[config.mk]
export PLATFORM = sky130hd
export DESIGN_NAME = decode_pipe
export DESIGN_NICKNAME = d
export VERILOG_FILES = /design/src/rtl/decode_pkg.sv /design/src/rtl/rv_decoder.sv /design/src/rtl/decode_pipe.sv
export SDC_FILE = /design/constraint.sdc
export NUM_CORES = 1
export LEC_CHECK = 0
export CORE_ASPECT_RATIO = 1.4
export CORE_UTILIZATION = 25
export CTS_BUF_LIST = sky130_fd_sc_hd__clkbuf_8 sky130_fd_sc_hd__clkbuf_16
export CTS_CLUSTER_DIAMETER = 50
export CTS_CLUSTER_SIZE = 8
export DETAILED_ROUTE_END_ITERATION = 7
export PLACE_DENSITY = 0.52
export SYNTH_ARGS = -nofsm -noshare
export SYNTH_HDL_FRONTEND = slang
export SYNTH_SLANG_ARGS = --single-unit
[constraint.sdc]
create_clock -name clk -period 23.1 [get_ports clk]
set_input_delay 6.93 -clock clk [delete_from_list [all_inputs] [get_ports clk]]
set_output_delay 6.93 -clock clk [all_outputs]
set_load 0.02 [all_outputs]
[src/rtl/decode_pkg.sv]
// decode_pkg: shared opcodes, ALU control codes and decoded-entry layout
package decode_pkg;
  localparam logic [6:0] OP_LUI    = 7'b0110111;
  localparam logic [6:0] OP_AUIPC  = 7'b0010111;
  localparam logic [6:0] OP_JAL    = 7'b1101111;
  localparam logic [6:0] OP_JALR   = 7'b1100111;
  localparam logic [6:0] OP_BRANCH = 7'b1100011;
  localparam logic [6:0] OP_LOAD   = 7'b0000011;
  localparam logic [6:0] OP_STORE  = 7'b0100011;
  localparam logic [6:0] OP_IMM    = 7'b0010011;
  localparam logic [6:0] OP_REG    = 7'b0110011;
  localparam logic [6:0] OP_FLW    = 7'b0000111;
  localparam logic [6:0] OP_FSW    = 7'b0100111;
  localparam logic [6:0] OP_FP     = 7'b1010011;
  localparam logic [6:0] OP_IN     = 7'b0000000;
  localparam logic [6:0] OP_OUT    = 7'b0000001;
  typedef enum logic [4:0] {
    ALU_AND = 5'd0, ALU_OR = 5'd1, ALU_ADD = 5'd2, ALU_XOR = 5'd3,
    ALU_SLL = 5'd4, ALU_SRL = 5'd5, ALU_SUB = 5'd6, ALU_LT = 5'd7,
    ALU_GE = 5'd8, ALU_CHOOSEB = 5'd10, ALU_EQ = 5'd11, ALU_NE = 5'd12,
    ALU_LTU = 5'd13, ALU_GEU = 5'd14, ALU_SRA = 5'd15, ALU_MUL = 5'd16,
    ALU_MULH = 5'd17, ALU_MULHSU = 5'd18, ALU_MULHU = 5'd19, ALU_DIV = 5'd20,
    ALU_DIVU = 5'd21, ALU_REM = 5'd22, ALU_REMU = 5'd23, ALU_ZERO = 5'd31
  } alu_ctl_e;
  typedef struct packed {
    logic branch_uc, branch_c, branch_rel, mem_read, mem_write, alu_pc, alu_src, reg_write;
    logic data_out, data_in, readf1, readf2, writef, use_fpu, use_muldiv, illegal;
  } flags_t;
  typedef struct packed {
    logic [31:0] imm;
    alu_ctl_e alu_ctl;
    logic [4:0] rs1, rs2, rd;
    flags_t f;
  } bundle_t;
  function automatic alu_ctl_e alu_f3(input logic [2:0] f3);
    return f3 == 3'd0 ? ALU_ADD : f3 == 3'd1 ? ALU_SLL : f3 == 3'd2 ? ALU_LT :
           f3 == 3'd3 ? ALU_LTU : f3 == 3'd4 ? ALU_XOR : f3 == 3'd5 ? ALU_SRL :
           f3 == 3'd6 ? ALU_OR : ALU_AND;
  endfunction
  function automatic alu_ctl_e br_f3(input logic [2:0] f3);
    return f3 == 3'd0 ? ALU_EQ : f3 == 3'd1 ? ALU_NE : f3 == 3'd4 ? ALU_LT :
           f3 == 3'd5 ? ALU_GE : f3 == 3'd6 ? ALU_LTU : f3 == 3'd7 ? ALU_GEU : ALU_ZERO;
  endfunction
endpackage

[src/rtl/rv_decoder.sv]
// rv_decoder: combinational RV32I(+M, +F subset) instruction to decoded bundle
module rv_decoder import decode_pkg::*; #(
  parameter bit EN_FPU = 1,
  parameter bit EN_MULDIV = 0
) (
  input logic [31:0] instr,
  output bundle_t dec
);
  logic [6:0] op, f7;
  logic [2:0] f3;
  logic [31:0] imm_i, imm_s, imm_b, imm_u, imm_j;
  logic ill, rw;
  assign op = instr[6:0];
  assign f3 = instr[14:12];
  assign f7 = instr[31:25];
  assign imm_i = {{20{instr[31]}}, instr[31:20]};
  assign imm_s = {{20{instr[31]}}, instr[31:25], instr[11:7]};
  assign imm_b = {{20{instr[31]}}, instr[7], instr[30:25], instr[11:8], 1'b0};
  assign imm_u = {instr[31:12], 12'd0};
  assign imm_j = {{12{instr[31]}}, instr[19:12], instr[20], instr[30:21], 1'b0};
  always_comb begin
    dec = '0;
    dec.rs1 = instr[19:15];
    dec.rs2 = instr[24:20];
    dec.rd = instr[11:7];
    dec.alu_ctl = ALU_ADD;
    dec.f.branch_rel = 1'b1;
    dec.f.alu_src = 1'b1;
    ill = 1'b0;
    rw = 1'b0;
    case (op)
      OP_LUI: begin dec.imm = imm_u; rw = 1'b1; end
      OP_AUIPC: begin dec.imm = imm_u; dec.f.alu_pc = 1'b1; rw = 1'b1; end
      OP_JAL: begin dec.imm = imm_j; dec.alu_ctl = ALU_CHOOSEB; dec.f.branch_uc = 1'b1; rw = 1'b1; end
      OP_JALR: begin
        dec.imm = imm_i; dec.f.branch_uc = 1'b1; dec.f.branch_rel = 1'b0; rw = 1'b1;
        ill = f3 != 3'd0;
      end
      OP_BRANCH: begin
        dec.imm = imm_b; dec.alu_ctl = br_f3(f3); dec.f.branch_c = 1'b1; dec.f.alu_src = 1'b0;
        ill = f3 == 3'd2 || f3 == 3'd3;
      end
      OP_LOAD: begin
        dec.imm = imm_i; dec.f.mem_read = 1'b1; rw = 1'b1;
        ill = f3 == 3'd3 || f3 == 3'd6 || f3 == 3'd7;
      end
      OP_STORE: begin dec.imm = imm_s; dec.f.mem_write = 1'b1; ill = f3 > 3'd2; end
      OP_IMM: begin
        dec.imm = imm_i; rw = 1'b1;
        dec.alu_ctl = f3 == 3'd5 && f7 == 7'h20 ? ALU_SRA : alu_f3(f3);
        ill = (f3 == 3'd1 && f7 != 7'h00) || (f3 == 3'd5 && f7 != 7'h00 && f7 != 7'h20);
      end
      OP_REG: begin
        dec.f.alu_src = 1'b0; rw = 1'b1;
        if (f7 == 7'h01) begin
          dec.alu_ctl = alu_ctl_e'(5'd16 + 5'(f3)); dec.f.use_muldiv = 1'b1; ill = !EN_MULDIV;
        end else begin
          dec.alu_ctl = f7 == 7'h20 ? (f3 == 3'd0 ? ALU_SUB : ALU_SRA) : alu_f3(f3);
          ill = f7 != 7'h00 && !(f7 == 7'h20 && (f3 == 3'd0 || f3 == 3'd5));
        end
      end
      OP_FLW: begin dec.imm = imm_i; dec.f.mem_read = 1'b1; dec.f.writef = 1'b1; ill = !EN_FPU || f3 != 3'd2; end
      OP_FSW: begin dec.imm = imm_s; dec.f.mem_write = 1'b1; dec.f.readf2 = 1'b1; ill = !EN_FPU || f3 != 3'd2; end
      OP_FP: begin
        // FPU ops reuse the low codes: fadd 0, fsub 1, fmul 2, fdiv 4
        dec.alu_ctl = f7 == 7'h00 ? ALU_AND : f7 == 7'h04 ? ALU_OR : f7 == 7'h08 ? ALU_ADD : ALU_SLL;
        dec.f.alu_src = 1'b0; dec.f.readf1 = 1'b1; dec.f.readf2 = 1'b1; dec.f.writef = 1'b1; dec.f.use_fpu = 1'b1;
        ill = !EN_FPU || !(f7 == 7'h00 || f7 == 7'h04 || f7 == 7'h08 || f7 == 7'h0c);
      end
      OP_IN: begin dec.f.data_in = 1'b1; rw = 1'b1; end
      OP_OUT: dec.f.data_out = 1'b1;
      default: ill = 1'b1;
    endcase
    dec.f.reg_write = rw && instr[11:7] != 5'd0;
    if (ill) begin
      dec.imm = '0;
      dec.alu_ctl = ALU_ZERO;
      dec.f = '0;
      dec.f.illegal = 1'b1;
    end
  end
endmodule

[src/rtl/decode_pipe.sv]
// decode_pipe: RV32 decoder feeding a DEPTH-entry circular buffer of decoded instructions
module decode_pipe import decode_pkg::*; #(
  parameter int DEPTH = 2,
  parameter int PC_W = 32,
  parameter bit EN_FPU = 1,
  parameter bit EN_MULDIV = 0
) (
  input logic clk,
  input logic rst,
  input logic in_valid,
  output logic in_ready,
  input logic [31:0] in_instr,
  input logic [PC_W-1:0] in_pc,
  input logic flush,
  output logic out_valid,
  input logic out_ready,
  output logic [PC_W-1:0] out_pc,
  output logic [31:0] out_imm,
  output logic [4:0] out_alu_ctl,
  output logic [4:0] out_rs1,
  output logic [4:0] out_rs2,
  output logic [4:0] out_rd,
  output logic out_branch_uc,
  output logic out_branch_c,
  output logic out_branch_rel,
  output logic out_mem_read,
  output logic out_mem_write,
  output logic out_alu_pc,
  output logic out_alu_src,
  output logic out_reg_write,
  output logic out_data_out,
  output logic out_data_in,
  output logic out_readf1,
  output logic out_readf2,
  output logic out_writef,
  output logic out_use_fpu,
  output logic out_use_muldiv,
  output logic out_illegal
);
  localparam int PW = DEPTH > 1 ? $clog2(DEPTH) : 1;
  bundle_t dec, head;
  bundle_t mem_b [DEPTH];
  logic [PC_W-1:0] mem_pc [DEPTH];
  logic [PW-1:0] wp, rp;
  logic [3:0] count;
  logic push, pop;
  flags_t fo;
  rv_decoder #(.EN_FPU(EN_FPU), .EN_MULDIV(EN_MULDIV)) u_dec (.instr(in_instr), .dec(dec));
  assign in_ready = count < 4'(DEPTH) && !rst;
  assign out_valid = count != 4'd0;
  assign push = in_valid && in_ready;
  assign pop = out_valid && out_ready;
  always_ff @(posedge clk) begin
    if (rst || flush) begin
      count <= '0;
      wp <= '0;
      rp <= '0;
    end else begin
      count <= count + 4'(push) - 4'(pop);
      if (push) wp <= wp == PW'(DEPTH - 1) ? '0 : wp + 1'b1;
      if (pop) rp <= rp == PW'(DEPTH - 1) ? '0 : rp + 1'b1;
    end
  end
  always_ff @(posedge clk) begin
    if (push && !flush) begin
      mem_b[wp] <= dec;
      mem_pc[wp] <= in_pc;
    end
  end
  assign head = mem_b[rp];
  assign fo = out_valid ? head.f : '0;
  assign out_pc = mem_pc[rp];
  assign out_imm = head.imm;
  assign out_alu_ctl = head.alu_ctl;
  assign out_rs1 = head.rs1;
  assign out_rs2 = head.rs2;
  assign out_rd = head.rd;
  assign out_branch_uc = fo.branch_uc;
  assign out_branch_c = fo.branch_c;
  assign out_branch_rel = fo.branch_rel;
  assign out_mem_read = fo.mem_read;
  assign out_mem_write = fo.mem_write;
  assign out_alu_pc = fo.alu_pc;
  assign out_alu_src = fo.alu_src;
  assign out_reg_write = fo.reg_write;
  assign out_data_out = fo.data_out;
  assign out_data_in = fo.data_in;
  assign out_readf1 = fo.readf1;
  assign out_readf2 = fo.readf2;
  assign out_writef = fo.writef;
  assign out_use_fpu = fo.use_fpu;
  assign out_use_muldiv = fo.use_muldiv;
  assign out_illegal = fo.illegal;
endmodule
* Word-level counts from Yosys, hierarchy flattened
Memories as Yosys holds them, arrays and structs flattened. A register that Yosys moved wholly into a read port is not among the register bits. Index checks and enable logic that the tools add are counted.
Cells by class: reduce and logical (&&, ||, !) cells 42, magnitude comparators 2, add/sub/neg operators 5, mux-type cells 50, eq/ne operators 27
Operator list (number):
- $pmux W32 S5 | 1
- $mux W5 | 17
- $mux W37 | 1
- $eq A7 B6 Y1 const B | 5
- $mux W16 | 2
- $eq A7 B7 Y1 const B | 4
- $mux W1 | 25
- $pmux W5 S5 | 1
- $eq A7 B1 Y1 const B | 2
- $eq A7 B3 Y1 const B | 2
- $eq A7 B4 Y1 const B | 2
- $eq A7 B5 Y1 const B | 2
- $logic_not A7 Y1 | 2
- $reduce_or A2 Y1 | 7
- $eq A3 B3 Y1 const B | 4
- $logic_and A1 B1 Y1 | 11
- $logic_or A1 B1 Y1 | 9
- $pmux W1 S9 | 1
- $reduce_or A8 Y1 | 1
- $eq A7 B2 Y1 const B | 1
- $ne A7 B6 Y1 const B | 1
- $reduce_bool A7 Y1 | 1
- $eq A3 B2 Y1 const B | 2
- $add A5 B3 Y5 const A | 1
- other kinds (17) | 21
Storage, ports and cells: memories kept 2, RAM bits 200, bits in registers 6, logic and storage cells 131, output and inout bits 102, input port bits 69
Memory list:
- mem_b | depth 2, width 68, read ports 1, clocked after memory_dff 1, wr ports 1, RTL line decode_pipe.sv:42 | bundle_t mem_b [DEPTH];
- mem_pc | depth 2, width 32, read ports 1, clocked after memory_dff 1, wr ports 1, RTL line decode_pipe.sv:43 | logic [PC_W-1:0] mem_pc [DEPTH];

* Depth between registers and ports, before layout
depth in word-level cells 12, mapped depth 13, depth with buffers taken out 13

* Cells and area by module
Synthesis repeated with hierarchy kept, for this count alone.
Unflattened totals: cell total of the unflattened synthesis 630, area, all modules 9190.1 sq um
Modules (own cells, without submodules):
- decode_pipe | times used 1, area an instance 7629.8 sq um, seq. area each 6145.9 sq um, cells an instance 369
- rv_decoder | times used 1, area an instance 1560.2 sq um, seq. area each 0.0 sq um, cells an instance 261

* Least setup slack after synthesis
OpenSTA, ideal clock, no wires.
path type in2reg, start in rst, end mem mem_b[1][0] (netlist name), enable pin, data required time 22.400 ns, setup slack 7.701 ns, path buffers 0, arrival time 14.698 ns, stages on the path 3, library setup time 0.700 ns, cells stage by stage nor2_1 > nand2_1 > nor3b_1
Between the ends: word-level cells in the longest chain between the ends 6
Ends and longest elaborated chain:
- from (decl) | RTL line decode_pipe.sv:9 | input logic rst,
- $logic_not A1 Y1 | RTL line decode_pipe.sv:49 | assign in_ready = count < 4'(DEPTH) && !rst;
- $logic_and A1 B1 Y1 | RTL line decode_pipe.sv:49
- $logic_and A1 B1 Y1 | RTL line decode_pipe.sv:51 | assign push = in_valid && in_ready;
- $logic_and A1 B1 Y1 | RTL line decode_pipe.sv:65 | if (push && !flush) begin
- $mux W1 | RTL line decode_pipe.sv:65
- $mux W1 (implied by the code) | RTL line decode_pipe.sv:66 | mem_b[wp] <= dec;
- to (decl) | RTL line decode_pipe.sv:42
Every way passes these cells.

* Final worst setup path
start in rst, end out in_ready
Between the ends: word-level cells in the longest chain between the ends 2
Ends and longest elaborated chain:
- $logic_not A1 Y1 | RTL line decode_pipe.sv:49
- $logic_and A1 B1 Y1 | RTL line decode_pipe.sv:49
- to (decl) | RTL line decode_pipe.sv:11 | output logic in_ready,
Every way passes these cells.

==> out/qor.yml <==
logic_synthesis:
  yosysTopAreaCell: "edfxtp_1"
  yosys_warnings: 0
  syn_area_mm2: 0.008945
  syn_avg_cell_area_um2: 14.27
  synth_area_leaders: "edfxtp_1 (66%), mux2_2 (11%), nor2_1 (2.3%)"
  synthArstFlopShare: 0
  netlist_top_cells_count: "edfxtp_1 (198), mux2_2 (84), nor2_1 (56), nand2_1 (38), a21oi_1 (37)"
  synth_edf_count: 198
  netlist-cell-type-count: 60
  yosys_register_bits: 205
  seq_area_frac_synth: 0.6804
  synth_ff_type: "edfxtp_1"
  synthCells: 627
  post-synth-top-count-cell: "edfxtp_1"
  synth_top_area_frac: 0.6647
placement:
  globalplace.congestion: 0.8949
  place_ws_ns: 8.060
  port_buffers: 170
  dp_cells: 1223
  dp_hpwl_mm: 15.36
die:
  initial_core_util: 0.2551
  die_x_um: 161.9
  die_area_mm2: 0.03655
  die_height_um: 225.8
  rows: 81
  io-pin-count: 171
  core_mm2: 0.03507
routing:
  drt-initial-drc-count: 379
  routed-via-count: 5804
  firstDrtPassIters: 5
  drc: 0
  wl_mm: 23.33
  vias_per_cell: 4.574
  antenna_left: 0
  wl_per_cell_um: 18.39
cts:
  clock_path_buffers: 3
  cts_resized: 0
  insertion_delay_ns: 0.56
  cts_tree: "done"
  cts_num_sinks: 205
  htree_levels: 1
  cts-root-buf: "clkbuf_16"
  post-cts-setup-buffer-count: 0
  postCtsHoldBufs: 0
  clkTransAtPathRegs_ns: 0.05
  tritoncts.num_buffers: 31
min_path:
  hold_depth: 2
  hp-class: "reg2reg"
power:
  power_leakage_uw: 0.003923
  power_frac_comb: 0.213
  clockPowerShare: 0.388
  p_sw_uw: 284.9
  p_int_uw: 804.3
  switching_share: 0.2616
  p_per_area_mw_per_mm2: 90.36
  seq_power_share: 0.399
  ir_drop_v: 0.00004669
cells_and_area:
  antenna_cells: 0
  stdcell_count: 1269
  num-nets-final: 875
  drive_gt1_frac: 0.1734
  syn_to_final_growth_pct: 34.76
sta:
  rsz0062_at_grt: "false"
  worst-slew-pin-transition_ns: 0.9982
  max_freq_mhz: 66.49
  fin_ws_ns: 8.060
  finalSetupViolCount: 0
  maxSlewHeadroom: 0.3345
  tns_ns: 0
  skew_ns: 0.01872
  period_share: 0.6511
  fin_crit_ns: 15.04
  drv_slew: 0
  finalHoldViolCount: 0
setup_path:
  worst_setup_path_end_kind: "output port"
  criticalPathCategory: "in2out"
  worst-path-stages: 3
  crit_fanout: 2
  rr_worst_depth: 13
  r2r_slack_ns: 20.26
  critPathBufInv: 2
  worst_path_max_delay_cell: "clkdlybuf4s50_1"
  worstPathRequired_ns: 16.17
  crit_top_cell: "clkdlybuf4s50_1"
  crit_arrival_ns: 8.11
  worstPathCellList: "clkdlybuf4s50_1 -> nor2_1 -> clkdlybuf4s50_1"
  path_delay_family: "buffers and inverters"
  cp-start-kind: "input port"
  max_stage_delay_ns: 0.63
grt:
  track_usage: 0.1254
  grt_pass1_vias: 5901
  overflow: 0
  grt_max_degree: 70
  grt_pass1_wl_mm: 34.65
  antenna_found_initial: 0
job:
  max_cap_violations: 0
run_status:
  outcome: "finished clean"
[logic make-up (layout without fill, tap and decap cells)]
group                      Yosys count  in the layout  share of synthesized area
DFF                                205            205                     0.6804
buffers and inverters               51            236                    0.02378
muxes                              100            100                     0.1237
other                                1              2                  0.0004192
xor gates and xnor gates             5              5                   0.004897
adders and majority gates            6              6                   0.009232
AOI/OAI and AO/OA                   82             82                    0.05749
and+or+nand+nor                    177            177                     0.1002
[registers in the layout (all words and copies together) (netlist names), named ones only]
signal and flops:
count 4, mem_b 134, mem_pc 64, rp 1, wp 1
[final timing paths]
path,endpoint,startpoint
hold / removal,rp,rp
hold reg to reg,rp,rp
setup reg to reg,count[2],count[2]
setup / recovery,in_ready,rst
[metrics by stage]
step	utilization	total power [µW]	area, µm²	hold slack [ns]
final	0.3438	1089	12050	0.5132
after global routing	0.3438	1136	12050	0.5813
after CTS	0.3438	1109	12050	0.5258
after detailed placement	0.3176	678.3	11140	0.5102
after global placement	0.3176	676.3	11140	0.4947
after floorplan	-	575.8	8949	0.4811
[worst register-to-register path: cells and delay by family, from the launching register on]
kind,cells,cell delay [ns]
adder cells (fa/ha/maj),4,0.94
buffers and inverters,4,0.30
flip-flops,1,0.29
XOR/XNOR,1,0.15
AND/OR/NAND/NOR,4,1.04
[layer usage]
metal / up-vias / part of all wire / GRT usage
li1: 2710 / - / -
met1: 2868 / 0.38 / 0.1391
met2: 186 / 0.54 / 0.2358
met5: - / 0 / 0
met3: 40 / 0.052 / 0.02112
met4: 0 / 0.027 / 0.04778
[cell usage in the layout (no fill, tap or decap), types with 3 or more instances in the layout]
cell type / n
edfxtp_1: 198
clkdlybuf4s50_1: 170
mux2_2: 84
nor2_1: 56
nand2_1: 38
a21oi_1: 37
clkbuf_16: 31
inv_1: 19
mux2i_1: 16
nand3_1: 14
nor2b_1: 10
o21ai_0: 9
buf_4: 9
nand2b_1: 8
nor4_1: 8
nor3_1: 6
dfxtp_1: 6
o22ai_1: 5
nand4_1: 5
ha_1: 5
and2_1: 4
a22oi_1: 4
or3_1: 3
nand4b_1: 3
nor3_2: 3
or2_2: 3
a211o_1: 3
o21a_1: 3
xor2_1: 3
bufinv_16: 3
[final cells by class]
type / instances / area [µm²]
clock buffers: 31 / 775.7
multi-input cells: 372 / 2666
well taps: 456 / 570.5
inverters: 11 / 41.29
fillers: 3509 / 23010
clock inverters: 15 / 141.4
flip-flops and latches: 205 / 6090
repair buffers: 179 / 1769
[power groups by stage]
| stage | logic, µW | clock network (µW) | registers, µW |
|---|---|---|---|
| global route | 249 | 451 | 436 |
| finish | 232 | 423 | 435 |
| global placement | 235 | 0 | 442 |
| floorplan | 135 | 0 | 441 |
| CTS | 237 | 437 | 435 |
| detailed placement | 236 | 0 | 442 |
Power figures use the tool's default switching activity.
